==> config.mk <==
export PLATFORM = sky130hd
export DESIGN_NAME = ddr3_axi_wr_packer
export DESIGN_NICKNAME = d
export VERILOG_FILES = /design/src/rtl/ddr3_axi_wr_packer.sv
export SDC_FILE = /design/constraint.sdc
export NUM_CORES = 1
export LEC_CHECK = 0
export CAP_MARGIN = 10
export CELL_PAD_IN_SITES_DETAIL_PLACEMENT = 1
export CELL_PAD_IN_SITES_GLOBAL_PLACEMENT = 1
export CORE_MARGIN = 4
export CORE_UTILIZATION = 28
export CTS_CLUSTER_SIZE = 12
export DETAILED_ROUTE_END_ITERATION = 10
export PLACE_DENSITY_LB_ADDON = 0.12
export SYNTH_ARGS = -nofsm -noshare
export SYNTH_HDL_FRONTEND = slang
export SYNTH_SLANG_ARGS = --single-unit
==> constraint.sdc <==
create_clock -name clock -period 1.9 [get_ports clock]
set_clock_uncertainty 0.2 [all_clocks]
set_input_delay 0.38 -clock clock [delete_from_list [all_inputs] [get_ports clock]]
set_output_delay 0.38 -clock clock [all_outputs]
set_load 0.005 [all_outputs]
==> src/rtl/ddr3_axi_wr_packer.sv <==
// AXI4 write burst to 128-bit DDR3 store packer.
// Optional macro AXI_WR_BURST_CHECK_EN enables burst/len/wlast checks and SLVERR.
module ddr3_axi_wr_packer #(
    parameter int WIDTH = 32,
    parameter int ADDRS = 27,
    parameter int IDS   = 4
) (
    input  logic             clock,
    input  logic             reset,
    input  logic             axi_awvalid_i,
    output logic             axi_awready_o,
    input  logic [ADDRS-1:0] axi_awaddr_i,
    input  logic [IDS-1:0]   axi_awid_i,
    input  logic [7:0]       axi_awlen_i,
    input  logic [1:0]       axi_awburst_i,
    input  logic             axi_wvalid_i,
    output logic             axi_wready_o,
    input  logic             axi_wlast_i,
    input  logic [WIDTH/8-1:0] axi_wstrb_i,
    input  logic [WIDTH-1:0] axi_wdata_i,
    output logic             axi_bvalid_o,
    input  logic             axi_bready_i,
    output logic [1:0]       axi_bresp_o,
    output logic [IDS-1:0]   axi_bid_o,
    output logic             mem_store_o,
    input  logic             mem_accept_i,
    output logic [ADDRS-1:0] mem_addr_o,
    output logic [IDS-1:0]   mem_reqid_o,
    output logic [15:0]      mem_mask_o,
    output logic [127:0]     mem_data_o
);

    localparam int BEATS = 128 / WIDTH;
    localparam int SW    = WIDTH / 8;

    typedef enum logic [1:0] {
        IDLE,
        DATA,
        STORE,
        RESP
    } state_t;

    state_t           state_q;
    state_t           state_d;
    logic [8:0]       count_q;
    logic [7:0]       len_q;
    logic [1:0]       burst_q;
    logic [IDS-1:0]   id_q;
    logic [ADDRS-1:0] addr_q;
    logic [15:0]      mask_q;
    logic [127:0]     data_q;
    logic             aw_fire;
    logic             w_fire;
    logic             last_beat;
    logic             beat_err;

    assign axi_awready_o = (state_q == IDLE) && !reset;
    assign axi_wready_o  = (state_q == DATA) && !reset;
    assign axi_bvalid_o  = (state_q == RESP) && !reset;
    assign mem_store_o   = (state_q == STORE) && !reset;

    assign aw_fire = axi_awvalid_i && axi_awready_o;
    assign w_fire  = axi_wvalid_i && axi_wready_o;

    assign axi_bid_o   = id_q;
    assign mem_reqid_o = id_q;
    assign mem_addr_o  = addr_q;
    assign mem_mask_o  = mask_q;
    assign mem_data_o  = data_q;

`ifdef AXI_WR_BURST_CHECK_EN
    logic [1:0] resp_q;
    logic       unused;

    assign last_beat   = axi_wlast_i;
    assign beat_err    = (burst_q != 2'b01)
                      || (len_q != 8'(BEATS - 1))
                      || (count_q != 9'(BEATS - 1));
    assign axi_bresp_o = resp_q;
    assign unused      = ^axi_awaddr_i[3:0];

    // SLVERR is latched on the closing beat of a malformed burst
    always_ff @(posedge clock) begin
        if (reset) begin
            resp_q <= 2'b00;
        end else if (aw_fire) begin
            resp_q <= 2'b00;
        end else if (w_fire && last_beat && beat_err) begin
            resp_q <= 2'b10;
        end
    end
`else
    logic unused;

    assign last_beat   = (count_q == 9'(BEATS - 1));
    assign beat_err    = 1'b0;
    assign axi_bresp_o = 2'b00;
    assign unused      = ^{len_q, burst_q, axi_wlast_i, axi_awaddr_i[3:0]};
`endif

    // FSM state register
    always_ff @(posedge clock) begin
        if (reset) begin
            state_q <= IDLE;
        end else begin
            state_q <= state_d;
        end
    end

    // FSM next-state: one burst in flight, store then respond
    always_comb begin
        state_d = state_q;
        unique case (state_q)
            IDLE: begin
                if (aw_fire) begin
                    state_d = DATA;
                end
            end
            DATA: begin
                if (w_fire && last_beat) begin
                    state_d = beat_err ? RESP : STORE;
                end
            end
            STORE: begin
                if (mem_accept_i) begin
                    state_d = RESP;
                end
            end
            RESP: begin
                if (axi_bready_i) begin
                    state_d = IDLE;
                end
            end
            default: state_d = IDLE;
        endcase
    end

    // Request capture and beat packing into the 128-bit store image
    always_ff @(posedge clock) begin
        if (reset) begin
            count_q <= '0;
            len_q   <= '0;
            burst_q <= '0;
            id_q    <= '0;
            addr_q  <= '0;
            mask_q  <= '0;
            data_q  <= '0;
        end else if (aw_fire) begin
            count_q <= '0;
            len_q   <= axi_awlen_i;
            burst_q <= axi_awburst_i;
            id_q    <= axi_awid_i;
            addr_q  <= {axi_awaddr_i[ADDRS-1:4], 4'h0};
            mask_q  <= '0;
            data_q  <= '0;
        end else if (w_fire) begin
            if (count_q != 9'd511) begin
                count_q <= count_q + 9'd1;
            end
            for (int b = 0; b < BEATS; b++) begin
                if (count_q == 9'(b)) begin
                    data_q[b*WIDTH +: WIDTH] <= axi_wdata_i;
                    mask_q[b*SW +: SW]       <= axi_wstrb_i;
                end
            end
        end
    end

endmodule
==> flow_summary.ini <==
[outcome]
violations = setup timing
outcome = finished, violations left

[timing]
grt_setup_unrepaired = yes
period_share_pct = 105
hold_violations = 0
layout_min_cycle_time_ns = 1.99
drv_slew = 0
fmax_ghz = 0.501
setup_slack_ns = -0.0943
whs_ns = 0.257
finalSetupViolations = 106

[worst_setup_path]
critPathMaxFanout = 8
max_stage_delay_ns = 0.37
critPathKind = reg -> reg
worstPathArrival_ns = 2.16
cp.buffers_inverters = 8
end_kind = flop
critPathSlowestCell = dfxtp_4
cp-start-kind = flop
crit_top_cell = buf_6
critPathTopFamily = buffers and inverters
cp.required_ns = 2.06
path_cells = inv_4 > buf_6 > ha_4 > buf_6 > a21oi_4 > buf_12 > buf_12 > buf_6 > clkbuf_16 > buf_6 > nand3_2 > o21ai_2
reg2reg_slack_ns = -0.09

[synthesis]
yosysUniqueCellTypes = 34
synth_seq_cells = 182
netlist_area_sq_um = 6800
yosysWarnings = 0
syn_area_per_cell_sq_um = 8.89
synth_cells = 765
ys_seq_area_share_pct = 53.6

[drt]
drtIter0Drc = 268
routedWlPerCell_um = 19.5
drc = 0
ant_nets = 0
wirelength_um = 27800
vias = 6726
drt_pass1_iterations = 4
vias_per_cell = 4.72

[clocking]
path_clk_slew_ns = 0.08
htreeDepth = 4
cts_tree = done
cts_root_buf = clkbuf_16
clk_latency_ns = 0.43
postCtsHoldBufs = 0
numCtsBuffers = 17
clockBufferDepth = 2
clkSinkCount = 182

[layout]
area_growth_pct = 83.9
stdcell_count = 1426
diodes = 0
final_nets = 1187
drive_gt1_share_pct = 32.4
finalInstanceArea_sq_um = 12500

[place]
hpwlAfterDp_um = 17100
place_area_sq_um = 10000
gp_congestion = 0.722
numPortBuffers = 247
dp_cells = 1322

[grt]
antenna_found_initial = 0
grt-ovfl-total = 0
grt_max_degree = 59
grt_pass1_vias = 6480
grtUsageTotal_pct = 17.2
grt_first_pass_wirelength_um = 36300

[pwr]
p_per_area_nw_per_um2 = 856
leakage_nw = 6.34
vdd_drop_max_mv = 0.468

[flow_run]
drv_cap = 0

[die]
die-area_sq_um = 26800
start_util_pct = 28.7
die_x_um = 164
row_count = 56
core_area_sq_um = 23700
die_y_um = 164
io_pins = 269

[min_path]
worstHoldPathType = reg -> reg
## flip-flops by register name, indices dropped and copies added (netlist names)
signal,cells
mem_data_o,128
mem_addr_o,23
mem_mask_o,16
count_q,9
axi_bid_o,4
state_q,2
## metal layers
metal / routed length, um / global-route usage (%) / part of all wire, %
met5: 0 / 0 / 0
met2: 13500 / 28.3 / 48
met4: 275 / 3.51 / 0.99
met1: 12200 / 21.7 / 44
met3: 1890 / 6.22 / 6.8
## logic make-up (layout without fill, tap and decap cells)
group	count (synthesis)	in the layout	synth area share [%]
XOR/XNOR	7	7	0.902
AO/OA/AOI/OAI	153	153	13.2
buffers and inverters	75	412	5.72
adder cells (fa/ha/maj)	9	9	1.66
multiplexers	1	1	0.147
flip-flops	182	182	53.6
AND/OR/NAND/NOR	337	337	24.7
other	1	6	0.0552
## path summary, 6_finish.rpt
path	depth (start not counted)	start	to
max	12	state_q[1]	mem_mask_o[2]
min	2	mem_data_o[72]	mem_data_o[72]
max reg2reg	12	state_q[1]	mem_mask_o[2]
min reg2reg	2	mem_data_o[72]	mem_data_o[72]
## stage by stage
step	setup slack (ns)	total power (W)	TNS [ns]	util (%)
global placement	-0.422	0.00632	-58.84	42.3
floorplan	-0.00829	0.00502	-0.00829	-
CTS	-0.0435	0.00994	-0.716	45.1
finish	-0.0943	0.0107	-3.20	52.8
detailed placement	-0.422	0.00632	-59.20	42.3
global route	-0.199	0.0112	-16.11	52.8
## cell usage after synthesis (all sizes together)
cell	n	area [sq um]
nor2	14	52.6
nor3	1	5.00
inv	7	26.3
xor2	5	43.8
dfxtp	182	3640
nand2b	3	18.8
o21ai	109	546
and3	2	12.5
a41o	1	10.0
nor3b	1	7.51
xnor2	2	17.5
conb	1	3.75
a21o	1	7.51
a21oi	40	317
nor2b	3	18.8
nand3b	26	195
clkbuf	39	146
and4	1	11.3
mux2i	1	10.0
buf	29	216
nor4bb	2	20.0
ha	9	113
a222oi	1	10.0
a311oi	1	8.76
nand2	166	698
nand3	110	551
nor4	1	21.3
nand4	7	68.8
## timing repair
item	4_1_cts	5_1_grt
pin swaps	7	124
endpoints found under the setup margin	208	251
resized for setup	95	323
setup buffers	5	44
cloned	0	24
## report_power, final
part | total [W] | switching, W | internal, W
combinational | 0.00312 | 0.00146 | 0.00166
clock | 0.00347 | 0.00169 | 0.00178
sequential | 0.00412 | 0.000118 | 0.00400
## layout make-up
class | instances | area, sq um
Fill cell | 2649 | 11200
Clock inverter | 13 | 130
Multi-Input combinational cell | 513 | 3470
Inverter | 7 | 31.3
Sequential cell | 182 | 3690
Tap cell | 319 | 399
Clock buffer | 19 | 443
Timing Repair Buffer | 373 | 4330
## tightest hold or removal path, stage by stage (launching register included)
cell and delay (ns):
dfxtp_2 0.33, nand3_2 0.05, o21ai_1 0.05
## layout by cell type (no fill, tap or decap), drive strengths merged, types with 9 or more instances in the layout
cell type / instances
a21oi: 40
buf: 112
clkbuf: 37
clkdlybuf4s50: 119
dfxtp: 182
dlygate4sd2: 43
dlymetal6s2s: 81
ha: 9
inv: 14
nand2: 166
nand3: 110
nand3b: 26
nor2: 14
o21ai: 109
Note: power is estimated with default switching activity, not from simulation.
